$ cat config.mk
export PLATFORM = sky130hd
export DESIGN_NAME = prbs_lfsr_gen
export DESIGN_NICKNAME = d
export VERILOG_FILES = /design/src/rtl/prbs_lfsr_gen.sv
export SDC_FILE = /design/constraint.sdc
export NUM_CORES = 1
export LEC_CHECK = 0
export BUFFER_PORTS_ARGS = -buffer_cell sky130_fd_sc_hd__buf_2
export CAP_MARGIN = 20
export CORE_MARGIN = 10
export CORE_UTILIZATION = 40
export CTS_CLUSTER_DIAMETER = 200
export DETAILED_ROUTE_END_ITERATION = 10
export GPL_ROUTABILITY_DRIVEN = 0
export SYNTH_ARGS = -nofsm -noshare
export SYNTH_HDL_FRONTEND = slang
export SYNTH_SLANG_ARGS = --single-unit
export TNS_END_PERCENT = 30
$ cat constraint.sdc
create_clock -name clk -period 2.8 [get_ports clk]
set_input_delay 0.56 -clock clk [delete_from_list [all_inputs] [get_ports clk]]
set_output_delay 0.56 -clock clk [all_outputs]
set_load 0.1 [all_outputs]
$ cat src/rtl/prbs_lfsr_gen.sv
// Galois-LFSR PRBS generator on a single master clock, advanced by a clock-enable tick divider.
// Adds runtime seed load with a zero-seed guard, one-shot error injection and period measurement.
module prbs_lfsr_gen #(
  parameter int unsigned    W     = 8,
  parameter logic [W-1:0]   POLY  = 8'h1C,
  parameter logic [W-1:0]   SEED  = 8'hFF,
  parameter int unsigned    DIV_W = 16
) (
  input  logic             clk,
  input  logic             rst,
  input  logic             en,
  input  logic [DIV_W-1:0] div,
  input  logic             load,
  input  logic [W-1:0]     seed,
  input  logic             inject_err,
  output logic             prbs,
  output logic             prbs_valid,
  output logic [W-1:0]     state,
  output logic             period_start,
  output logic [W-1:0]     period_len
);

  logic [DIV_W-1:0] div_cnt;
  logic [W-1:0]     ref_seed;
  logic [W-1:0]     adv_cnt;
  logic             err_pending;

  logic             tick;
  logic             fb;
  logic [W-1:0]     nxt;
  logic [W-1:0]     ld_val;

  // The >= compare lets a lowered threshold take effect on the very next enabled cycle.
  assign tick   = en && (div_cnt >= div);
  assign ld_val = (seed == '0) ? SEED : seed;

  always_comb begin
    fb     = state[W-1];
    nxt    = '0;
    nxt[0] = fb;
    for (int i = 1; i < W; i++) begin
      nxt[i] = state[i-1] ^ (POLY[i] & fb);
    end
  end

  always_ff @(posedge clk) begin
    if (rst) begin
      state        <= SEED;
      ref_seed     <= SEED;
      div_cnt      <= '0;
      adv_cnt      <= '0;
      err_pending  <= 1'b0;
      prbs         <= SEED[W-1];
      prbs_valid   <= 1'b0;
      period_start <= 1'b0;
      period_len   <= '0;
    end else if (load) begin
      state        <= ld_val;
      ref_seed     <= ld_val;
      prbs         <= ld_val[W-1];
      div_cnt      <= '0;
      adv_cnt      <= '0;
      err_pending  <= 1'b0;
      prbs_valid   <= 1'b0;
      period_start <= 1'b0;
    end else begin
      prbs_valid   <= 1'b0;
      period_start <= 1'b0;
      if (en) begin
        div_cnt <= tick ? '0 : div_cnt + 1'b1;
      end
      if (tick) begin
        // A request raised in the tick cycle itself still lands on this advance.
        state       <= nxt;
        prbs        <= nxt[W-1] ^ (err_pending | inject_err);
        err_pending <= 1'b0;
        prbs_valid  <= 1'b1;
        if (nxt == ref_seed) begin
          period_start <= 1'b1;
          period_len   <= adv_cnt + 1'b1;
          adv_cnt      <= '0;
        end else begin
          adv_cnt <= adv_cnt + 1'b1;
        end
      end else begin
        err_pending <= err_pending | inject_err;
      end
    end
  end

endmodule

==> results.yml, run 1 <==
timing:
  max_freq_mhz: 410
  drv_slew: 0
  worstMarginPinSlew_ps: 622
  setup_violations: 0
  fin_setup_tns_ps: 0
  skew_ps: 10.3
  hold_violations: 0
  rsz0062_at_grt: "false"
  period_share_pct: 87.1
  relSlewSlack_pct: 58.1
  min_period_ps: 2440
cts:
  h-tree-depth: 2
  numCtsBuffers: 5
  postCtsHoldBufs: 0
  clock_path_buffers: 2
  clkTransAtPathRegs_ps: 100
  postCtsSetupRepairBufs: 0
  clock-sinks: 52
  cts_tree: "yes"
  clock_latency_ps: 320
  cts_root_buf: "clkbuf_8"
  post_cts_resized: 0
floorplanning:
  dieHeight_um: 103
  ioPinCount: 48
  initial_core_util_pct: 40.6
  design.die.area_mm2: 0.0105
  die_w_um: 103
  row_count: 30
  core_area_mm2: 0.00672
power:
  ir_drop_mv: 0.274
  p_per_area_mw_per_mm2: 468
  p_leak_nw: 1.37
global_route:
  grt_pass1_vias: 2246
  grt_max_degree: 20
  gr-usage-all-layers_pct: 12.2
  grt_pass1_wl_um: 10400
  antenna_found_initial: 0
  grt_remaining_overflow: 0
flow_run:
  drv_cap: 0
placement:
  port_buffers: 47
  place_hpwl_um: 4750
  place_area_mm2: 0.00301
  placed_cells: 432
setup_path:
  critical_path_class: "reg -> reg"
  path_buf_inv: 2
  r2r_start: "div_cnt[0]$_SDFFE_PP0P_"
  max_stage_delay_ps: 420
  ff2ff_path_depth: 9
  path_cells: "inv_1 > ha_1 > nand2b_1 > a2111oi_1 > o21ai_1 > a221oi_1 > buf_4 > nor3_1 > a211o_1"
  crit_path_end_kind: "flop"
  critPathLaunchType: "flop"
  reg2reg_slack_ps: 360
  cpMaxStageDelayCell: "dfxtp_1"
  timing.rr.end: "state[3]$_SDFFE_PP1P_"
  cp_top_family: "compound AO/OA/AOI/OAI gates"
  crit_required_ps: 3010
  arrival_ps: 2650
  critPathMaxFanout: 11
finish:
  nets: 406
  final_cell_mix: "dfxtp_1 (52), buf_2 (47), inv_1 (34), nor3_1 (29)"
  stdcell_count: 440
  design_area_mm2: 0.00311
  drive_above_1_share_pct: 19.7
  fill_cells: 678
  syn2layout_area_growth_pct: 14.0
  mostFrequentLayoutCell: "dfxtp_1"
  num_antenna_cells: 0
detailed_routing:
  drt-wirelength-per-cell_um: 14.1
  drc: 0
  via_per_inst: 5.25
  dr.first_iter.drc_count: 54
  drtAntennaViolNets: 0
  routed_wl_um: 6210
  firstDrtPassIters: 4
  vias: 2312
synth:
  synth_area_per_cell_um2: 8.79
  syn_nets: 357
  synth_top_flop_cell: "dfxtp_1"
  ys_seq_elements: 52
  ys_async_sr_fraction_pct: 0
  synth_cells: 310
  synth_edf_count: 0
  yosys_warnings: 0
  synthDistinctLibCells: 47
  synth.cell_area_mm2: 0.00273
  ys_seq_area_share_pct: 38.2
worst_hold_path:
  hold_end: "adv_cnt[7]$_SDFFE_PP0N_"
  hp-start: "adv_cnt[7]$_SDFFE_PP0N_"
  hp-class: "reg -> reg"
  min_delay_path_depth: 2
outcome:
  status: "finished, final reports clean"
## worst max path at each step
stage / startpoint / to / slack (ps) / cells past startpoint
after floorplan: state[1]$_SDFFE_PP1P_ / period_len[0]$_SDFFE_PP0P_ / 150 / 7
after global placement: div[0] / state[3]$_SDFFE_PP1P_ / 50 / 9
after detailed placement: div[0] / state[3]$_SDFFE_PP1P_ / 140 / 9
after CTS: div_cnt[0]$_SDFFE_PP0P_ / state[3]$_SDFFE_PP1P_ / 310 / 9
after global routing: div_cnt[0]$_SDFFE_PP0P_ / state[3]$_SDFFE_PP1P_ / 30 / 9
final: div_cnt[0]$_SDFFE_PP0P_ / state[3]$_SDFFE_PP1P_ / 360 / 9
## cell usage after synthesis (2+ instances only)
cell type | number | area [µm²]
a211oi_1 | 6 | 45.0
a21o_1 | 4 | 30.0
a21oi_1 | 15 | 75.1
a22o_1 | 5 | 43.8
and3_1 | 3 | 18.8
buf_6 | 4 | 45.0
clkbuf_1 | 4 | 15.0
clkbuf_8 | 2 | 27.5
dfxtp_1 | 52 | 1040
ha_1 | 18 | 225
inv_1 | 34 | 128
nand2_1 | 19 | 71.3
nand3_1 | 8 | 40.0
nand4_1 | 8 | 50.1
nor2_1 | 12 | 45.0
nor3_1 | 29 | 145
o21a_1 | 3 | 22.5
o21ai_0 | 19 | 95.1
o22ai_1 | 3 | 18.8
o311ai_0 | 4 | 35.0
o31ai_1 | 2 | 15.0
xnor2_1 | 13 | 114
xor2_1 | 19 | 166
## metrics by stage
step	hold slack (ps)	power (W)	setup slack (ps)	utilization, %
global route	498	0.00153	28.4	46.3
finish	474	0.00145	362	46.3
detailed placement	457	0.00103	137	44.9
CTS	479	0.00148	311	46.2
floorplan	442	0.000976	145	-
global placement	456	0.00103	51.7	44.9
## worst min-delay path, delay by kind of cell, from the launching register on
family	cells	cell delay, ps
AO/OA/AOI/OAI	1	50
AND/OR/NAND/NOR	1	50
flip-flops	1	330
## state kept, by name, indices dropped and copies added (netlist names)
name and count:
adv_cnt 8, div_cnt 16, err_pending 1, period_len 8, period_start 1, prbs 1
prbs_valid 1, ref_seed 8, state 8
## per-layer routing
metal	routed length [µm]	up-vias	global-route usage, %
li1	-	1190	-
met1	3020	1068	15.9
met2	2710	46	18.5
met3	390	8	3.62
met4	85	0	4.56
met5	0	-	0
## where the power goes
part / switching (W) / total (W) / internal [W]
Sequential: 0.0000228 / 0.000784 / 0.000761
Clock: 0.000264 / 0.000442 / 0.000177
Combinational: 0.000160 / 0.000228 / 0.0000687
## cell families (layout without fill, tap and decap cells)
group                    after synthesis  in the layout  share of synthesized area (%)
AND/OR/NAND/NOR                       87             87                           15.8
AO/OA/AOI/OAI                         74             74                           18.6
flip-flops                            52             52                           38.2
buffers and inverters                 45             95                           8.08
XOR/XNOR                              32             32                           10.3
adder cells (fa/ha/maj)               18             18                           8.26
multiplexers                           2              2                          0.780
## cell type report
cell class	instances	area [µm²]	area share [%]
clock buffer	5	68.8	2.21
clock inverter	3	23.8	0.765
inverter	34	128	4.11
tap	80	100	3.22
multi-input combinational	213	1470	47.2
sequential	52	1040	33.5
timing repair buffer	53	280	9.02
Power figures use the tool's default switching activity.
==> inputs of run 2 (changes only) <==
--- a/config.mk
+++ b/config.mk
@@ -7,6 +7,7 @@
 export LEC_CHECK = 0
 export BUFFER_PORTS_ARGS = -buffer_cell sky130_fd_sc_hd__buf_2
 export CAP_MARGIN = 20
+export CORE_ASPECT_RATIO = 2
 export CORE_MARGIN = 10
 export CORE_UTILIZATION = 40
 export CTS_CLUSTER_DIAMETER = 200
==> run 2 against run 1 <==
Utilization increased by 1.9 points. Via count increased by 2.4%. Die area increased by 1.9%. Critical endpoint is now state[6]$_SDFFE_PP1P_. Sequential share of layout area decreased by 0.87 points. Combinational power increased by 2%. Worst hold slack got worse by 7.6 ps. Non-clock buffer count increased by 1. Global-route usage increased by 1.2 points. Setup slack improved by 25 ps. Power increased by 12%. Sequential cell count unchanged. Count of clock-buffer cells in the layout increased by 3.
==> results.yml, run 2 (synthesis gave the netlist of run 1 again) <==
worst_hold_path:
  hp-start: "ref_seed[5]$_SDFFE_PP1P_"
  hold_end: "ref_seed[5]$_SDFFE_PP1P_"
  hp-class: "reg -> reg"
  min_delay_path_depth: 2
floorplanning:
  design.die.area_mm2: 0.0107
  row_count: 42
  initial_core_util_pct: 41.2
  die_w_um: 78.4
  ioPinCount: 48
  dieHeight_um: 137
  core_area_mm2: 0.00662
timing:
  hold_violations: 0
  skew_ps: 5.63
  worstMarginPinSlew_ps: 494
  setup_violations: 0
  relSlewSlack_pct: 66.7
  whs_ps: 466
  rsz0062_at_grt: "false"
  fin_setup_tns_ps: 0
  drv_slew: 0
  max_freq_mhz: 414
  min_period_ps: 2410
  period_share_pct: 86.2
cts:
  clock-sinks: 52
  cts_root_buf: "clkbuf_16"
  postCtsSetupRepairBufs: 0
  postCtsHoldBufs: 0
  clock_latency_ps: 290
  clkTransAtPathRegs_ps: 70
  h-tree-depth: 2
  clock_path_buffers: 2
  cts_tree: "yes"
  numCtsBuffers: 5
  post_cts_resized: 0
setup_path:
  critical_path_class: "reg -> reg"
  path_cells: "inv_1 > ha_1 > nand2b_1 > a2111oi_0 > o21ai_1 > a221oi_1 > buf_4 > nand2_1 > o311ai_0"
  crit_required_ps: 2980
  timing.rr.end: "state[6]$_SDFFE_PP1P_"
  ff2ff_path_depth: 9
  cp_top_family: "compound AO/OA/AOI/OAI gates"
  critPathMaxFanout: 10
  r2r_start: "div_cnt[0]$_SDFFE_PP0P_"
  path_buf_inv: 2
  arrival_ps: 2590
  reg2reg_slack_ps: 390
  cpMaxStageDelayCell: "a2111oi_0"
  crit_path_end_kind: "flop"
  critPathLaunchType: "flop"
  max_stage_delay_ps: 420
detailed_routing:
  drtAntennaViolNets: 0
  dr.first_iter.drc_count: 87
  drt-wirelength-per-cell_um: 14.8
  drc: 0
  routed_wl_um: 6640
  vias: 2368
  via_per_inst: 5.27
  firstDrtPassIters: 4
global_route:
  grt_remaining_overflow: 0
  antenna_found_initial: 0
  gr-usage-all-layers_pct: 13.4
  grt_max_degree: 28
  grt_pass1_wl_um: 11700
  grt_pass1_vias: 2508
finish:
  syn2layout_area_growth_pct: 17.0
  nets: 407
  stdcell_count: 449
  largest_reg_flops: 16
  fill_cells: 689
  drive_above_1_share_pct: 19.4
  num_antenna_cells: 0
  final_cell_mix: "dfxtp_1 (52), buf_2 (47), inv_1 (34), nor3_1 (29)"
  mostFrequentLayoutCell: "dfxtp_1"
  regMostFlops: "div_cnt"
flow_run:
  drv_cap: 0
outcome:
  status: "finished, final reports clean"
placement:
  place_hpwl_um: 5240
  port_buffers: 47
  placed_cells: 441
power:
  ir_drop_mv: 0.397
  p_per_area_mw_per_mm2: 511
  p_leak_nw: 1.40
-- run 2: cell count changes in the layout (fill, tap and decap cells not counted), sizes merged --
| cell | delta |
|---|---|
| clkbuf | +3 |
| clkinvlp | -2 |
| buf | +1 |
| clkinv | -1 |
-- run 2: worst max path at each step --
stage	start	to	slack, ps	cells past startpoint
detailed placement	div[6]	state[6]$_SDFFE_PP1P_	160	10
finish	div_cnt[0]$_SDFFE_PP0P_	state[6]$_SDFFE_PP1P_	390	9
CTS	div_cnt[0]$_SDFFE_PP0P_	state[6]$_SDFFE_PP1P_	380	9
global placement	div[6]	state[1]$_SDFFE_PP1P_	220	9
floorplan	state[1]$_SDFFE_PP1P_	period_len[0]$_SDFFE_PP0P_	150	7
global route	div_cnt[0]$_SDFFE_PP0P_	state[5]$_SDFFE_PP1P_	110	9
-- run 2: report_power, final --
group	switching [W]	total (W)	internal (W)
Sequential	0.0000238	0.000786	0.000762
Combinational	0.000163	0.000232	0.0000693
Clock	0.000257	0.000614	0.000357
-- run 2: metal layers --
layer / share of wire, % / global-route usage [%]
met5: 0 / 0
met4: 2.5 / 5.71
met3: 5.9 / 4.07
met2: 54 / 25.1
met1: 38 / 13.0
-- run 2: final cells by class --
cell class                 count  area (µm²)  share of cell area [%]
multi-input combinational    213        1470                    45.9
sequential                    52        1040                    32.6
timing repair buffer          54         300                    9.41
clock buffer                   8         146                    4.59
inverter                      34         128                    4.00
tap                           88         110                    3.45
-- run 2: metrics by stage --
stage | power (W) | utilization (%) | setup WS [ps] | instance area, µm²
2_1_floorplan | 0.000976 | - | 145 | 2730
3_3_place_gp | 0.00103 | 46.0 | 217 | 3040
3_5_place_dp | 0.00104 | 46.0 | 164 | 3040
4_1_cts | 0.00165 | 48.2 | 376 | 3190
5_1_grt | 0.00171 | 48.2 | 114 | 3190
6_report | 0.00163 | 48.2 | 387 | 3190
-- run 2: worst reg2reg max path: stages (launching register included) --
cell and delay, ps:
dfxtp_1 390, inv_1 70, ha_1 260, nand2b_1 140, a2111oi_0 420, o21ai_1 250
a221oi_1 390, buf_4 240, nand2_1 60, o311ai_0 90
==> inputs of run 3 (changes only) <==
--- a/config.mk
+++ b/config.mk
@@ -7,12 +7,15 @@
 export LEC_CHECK = 0
 export BUFFER_PORTS_ARGS = -buffer_cell sky130_fd_sc_hd__buf_2
 export CAP_MARGIN = 20
+export CELL_PAD_IN_SITES_DETAIL_PLACEMENT = 1
+export CELL_PAD_IN_SITES_GLOBAL_PLACEMENT = 1
 export CORE_ASPECT_RATIO = 2
 export CORE_MARGIN = 10
 export CORE_UTILIZATION = 40
 export CTS_CLUSTER_DIAMETER = 200
 export DETAILED_ROUTE_END_ITERATION = 10
 export GPL_ROUTABILITY_DRIVEN = 0
+export PLACE_DENSITY_LB_ADDON = 0.1
 export SYNTH_ARGS = -nofsm -noshare
 export SYNTH_HDL_FRONTEND = slang
 export SYNTH_SLANG_ARGS = --single-unit
==> run 3 against run 2 <==
Sequential share of layout area is essentially flat. Final area hardly changed. Sequential cell count stayed put. Clock power decreased by 3%. Critical path type unchanged. Largest cell class unchanged.
==> results.yml, run 3 (synthesis gave the netlist of run 1 again) <==
global_route:
  grt_pass1_vias: 2655
  gr-usage-all-layers_pct: 14.8
  antenna_found_initial: 0
  grt_max_degree: 19
  grt_pass1_wl_um: 12800
  grt_remaining_overflow: 0
floorplanning:
  row_count: 42
  ioPinCount: 48
  core_area_mm2: 0.00662
  dieHeight_um: 137
  design.die.area_mm2: 0.0107
  initial_core_util_pct: 41.2
  die_w_um: 78.4
finish:
  multi_input_area_mm2: 0.00147
  nets: 410
  drive_above_1_share_pct: 20.4
  mostFrequentLayoutCell: "dfxtp_1"
  stdcell_count: 451
  largest_reg_flops: 16
  final_cell_mix: "dfxtp_1 (52), buf_2 (47), inv_1 (34), nor3_1 (29)"
  regMostFlops: "div_cnt"
  fill_cells: 864
  ff_latch_area_mm2: 0.00104
  num_antenna_cells: 0
  syn2layout_area_growth_pct: 17.1
setup_path:
  cpMaxStageDelayCell: "a221oi_1"
  path_buf_inv: 2
  critPathMaxFanout: 10
  arrival_ps: 2590
  max_stage_delay_ps: 460
  crit_path_end_kind: "flop"
  critical_path_class: "reg -> reg"
  crit_required_ps: 2980
  critPathLaunchType: "flop"
  cp_top_family: "compound AO/OA/AOI/OAI gates"
  path_cells: "inv_1 > ha_1 > nand2b_1 > a2111oi_0 > o21ai_1 > a221oi_1 > buf_4 > nand2_1 > o311ai_0"
timing:
  relSlewSlack_pct: 58.8
  rsz0062_at_grt: "false"
  worstMarginPinSlew_ps: 611
  finalWorstSetupSlack_ps: 389
  max_freq_mhz: 415
  hold_violations: 0
  drv_slew: 0
  skew_ps: 5.45
  min_period_ps: 2410
  setup_violations: 0
  period_share_pct: 86.1
  fin_setup_tns_ps: 0
cts:
  clock-sinks: 52
  post_cts_resized: 0
  postCtsHoldBufs: 0
  clkTransAtPathRegs_ps: 70
  cts_tree: "yes"
  clock_path_buffers: 2
  cts_root_buf: "clkbuf_16"
  clock_latency_ps: 290
  postCtsSetupRepairBufs: 0
  h-tree-depth: 2
  numCtsBuffers: 5
detailed_routing:
  drc: 0
  routed_wl_um: 7530
  vias: 2403
  via_per_inst: 5.33
  dr.first_iter.drc_count: 68
  firstDrtPassIters: 4
  drtAntennaViolNets: 0
  drt-wirelength-per-cell_um: 16.7
placement:
  dp_slack_ps: 7.36
  port_buffers: 47
  place_hpwl_um: 6040
  placed_cells: 444
power:
  ir_drop_mv: 0.453
  p_per_area_mw_per_mm2: 506
  p_leak_nw: 1.41
flow_run:
  drv_cap: 0
worst_hold_path:
  hp-class: "reg -> reg"
outcome:
  status: "finished, final reports clean"
-- run 3: changes by cell type in the layout (fill, tap and decap cells not counted), sizes merged --
cell	delta
clkinv	+1
clkinvlp	+1
buf	+3
clkbuf	-3
-- run 3: worst min-delay path, stage by stage, from the launching register on --
cell and delay [ps]:
dfxtp_1 330, a21oi_1 60, o21ai_0 60
-- run 3: stage by stage --
stage | utilization [%] | hold slack, ps | total power (W) | cell area (µm²)
CTS | 48.2 | 477 | 0.00164 | 3190
finish | 48.2 | 470 | 0.00162 | 3190
global placement | 46.1 | 451 | 0.00104 | 3050
floorplan | - | 442 | 0.000976 | 2730
detailed placement | 46.1 | 460 | 0.00104 | 3050
global route | 48.2 | 485 | 0.00168 | 3190
-- run 3: layout make-up --
type                       instances  area share, %
clock buffer                       5           3.92
multi-input combinational        213           45.9
sequential                        52           32.6
inverter                          34           4.00
timing repair buffer              57           9.72
tap                               88           3.45
clock inverter                     2          0.392
-- run 3: power by group --
group          internal, W  switching (W)  total (W)
Combinational    0.0000705       0.000166   0.000237
Sequential        0.000762      0.0000228   0.000785
Clock             0.000325       0.000270   0.000595
Total              0.00116       0.000459    0.00162
-- run 3: worst paths after layout --
check                           slack, ps  cells after the start                    start                    end
worst max register to register        390                      9  div_cnt[0]$_SDFFE_PP0P_  state[0]$_SDFFE_PP1P_
worst max-delay path                  390                      9  div_cnt[0]$_SDFFE_PP0P_  state[0]$_SDFFE_PP1P_
worst min-delay path                  470                      2        prbs$_SDFFE_PP1P_      prbs$_SDFFE_PP1P_
worst min register to register        470                      2        prbs$_SDFFE_PP1P_      prbs$_SDFFE_PP1P_
-- run 3: layer usage --
layer / global-route usage (%) / vias to the layer above / part of all wire (%)
met3: 2.96 / 8 / 3.1
met2: 29.2 / 34 / 57
met1: 14.3 / 1159 / 38
met5: 0 / - / 0
met4: 5.81 / 0 / 1.9
li1: - / 1202 / -
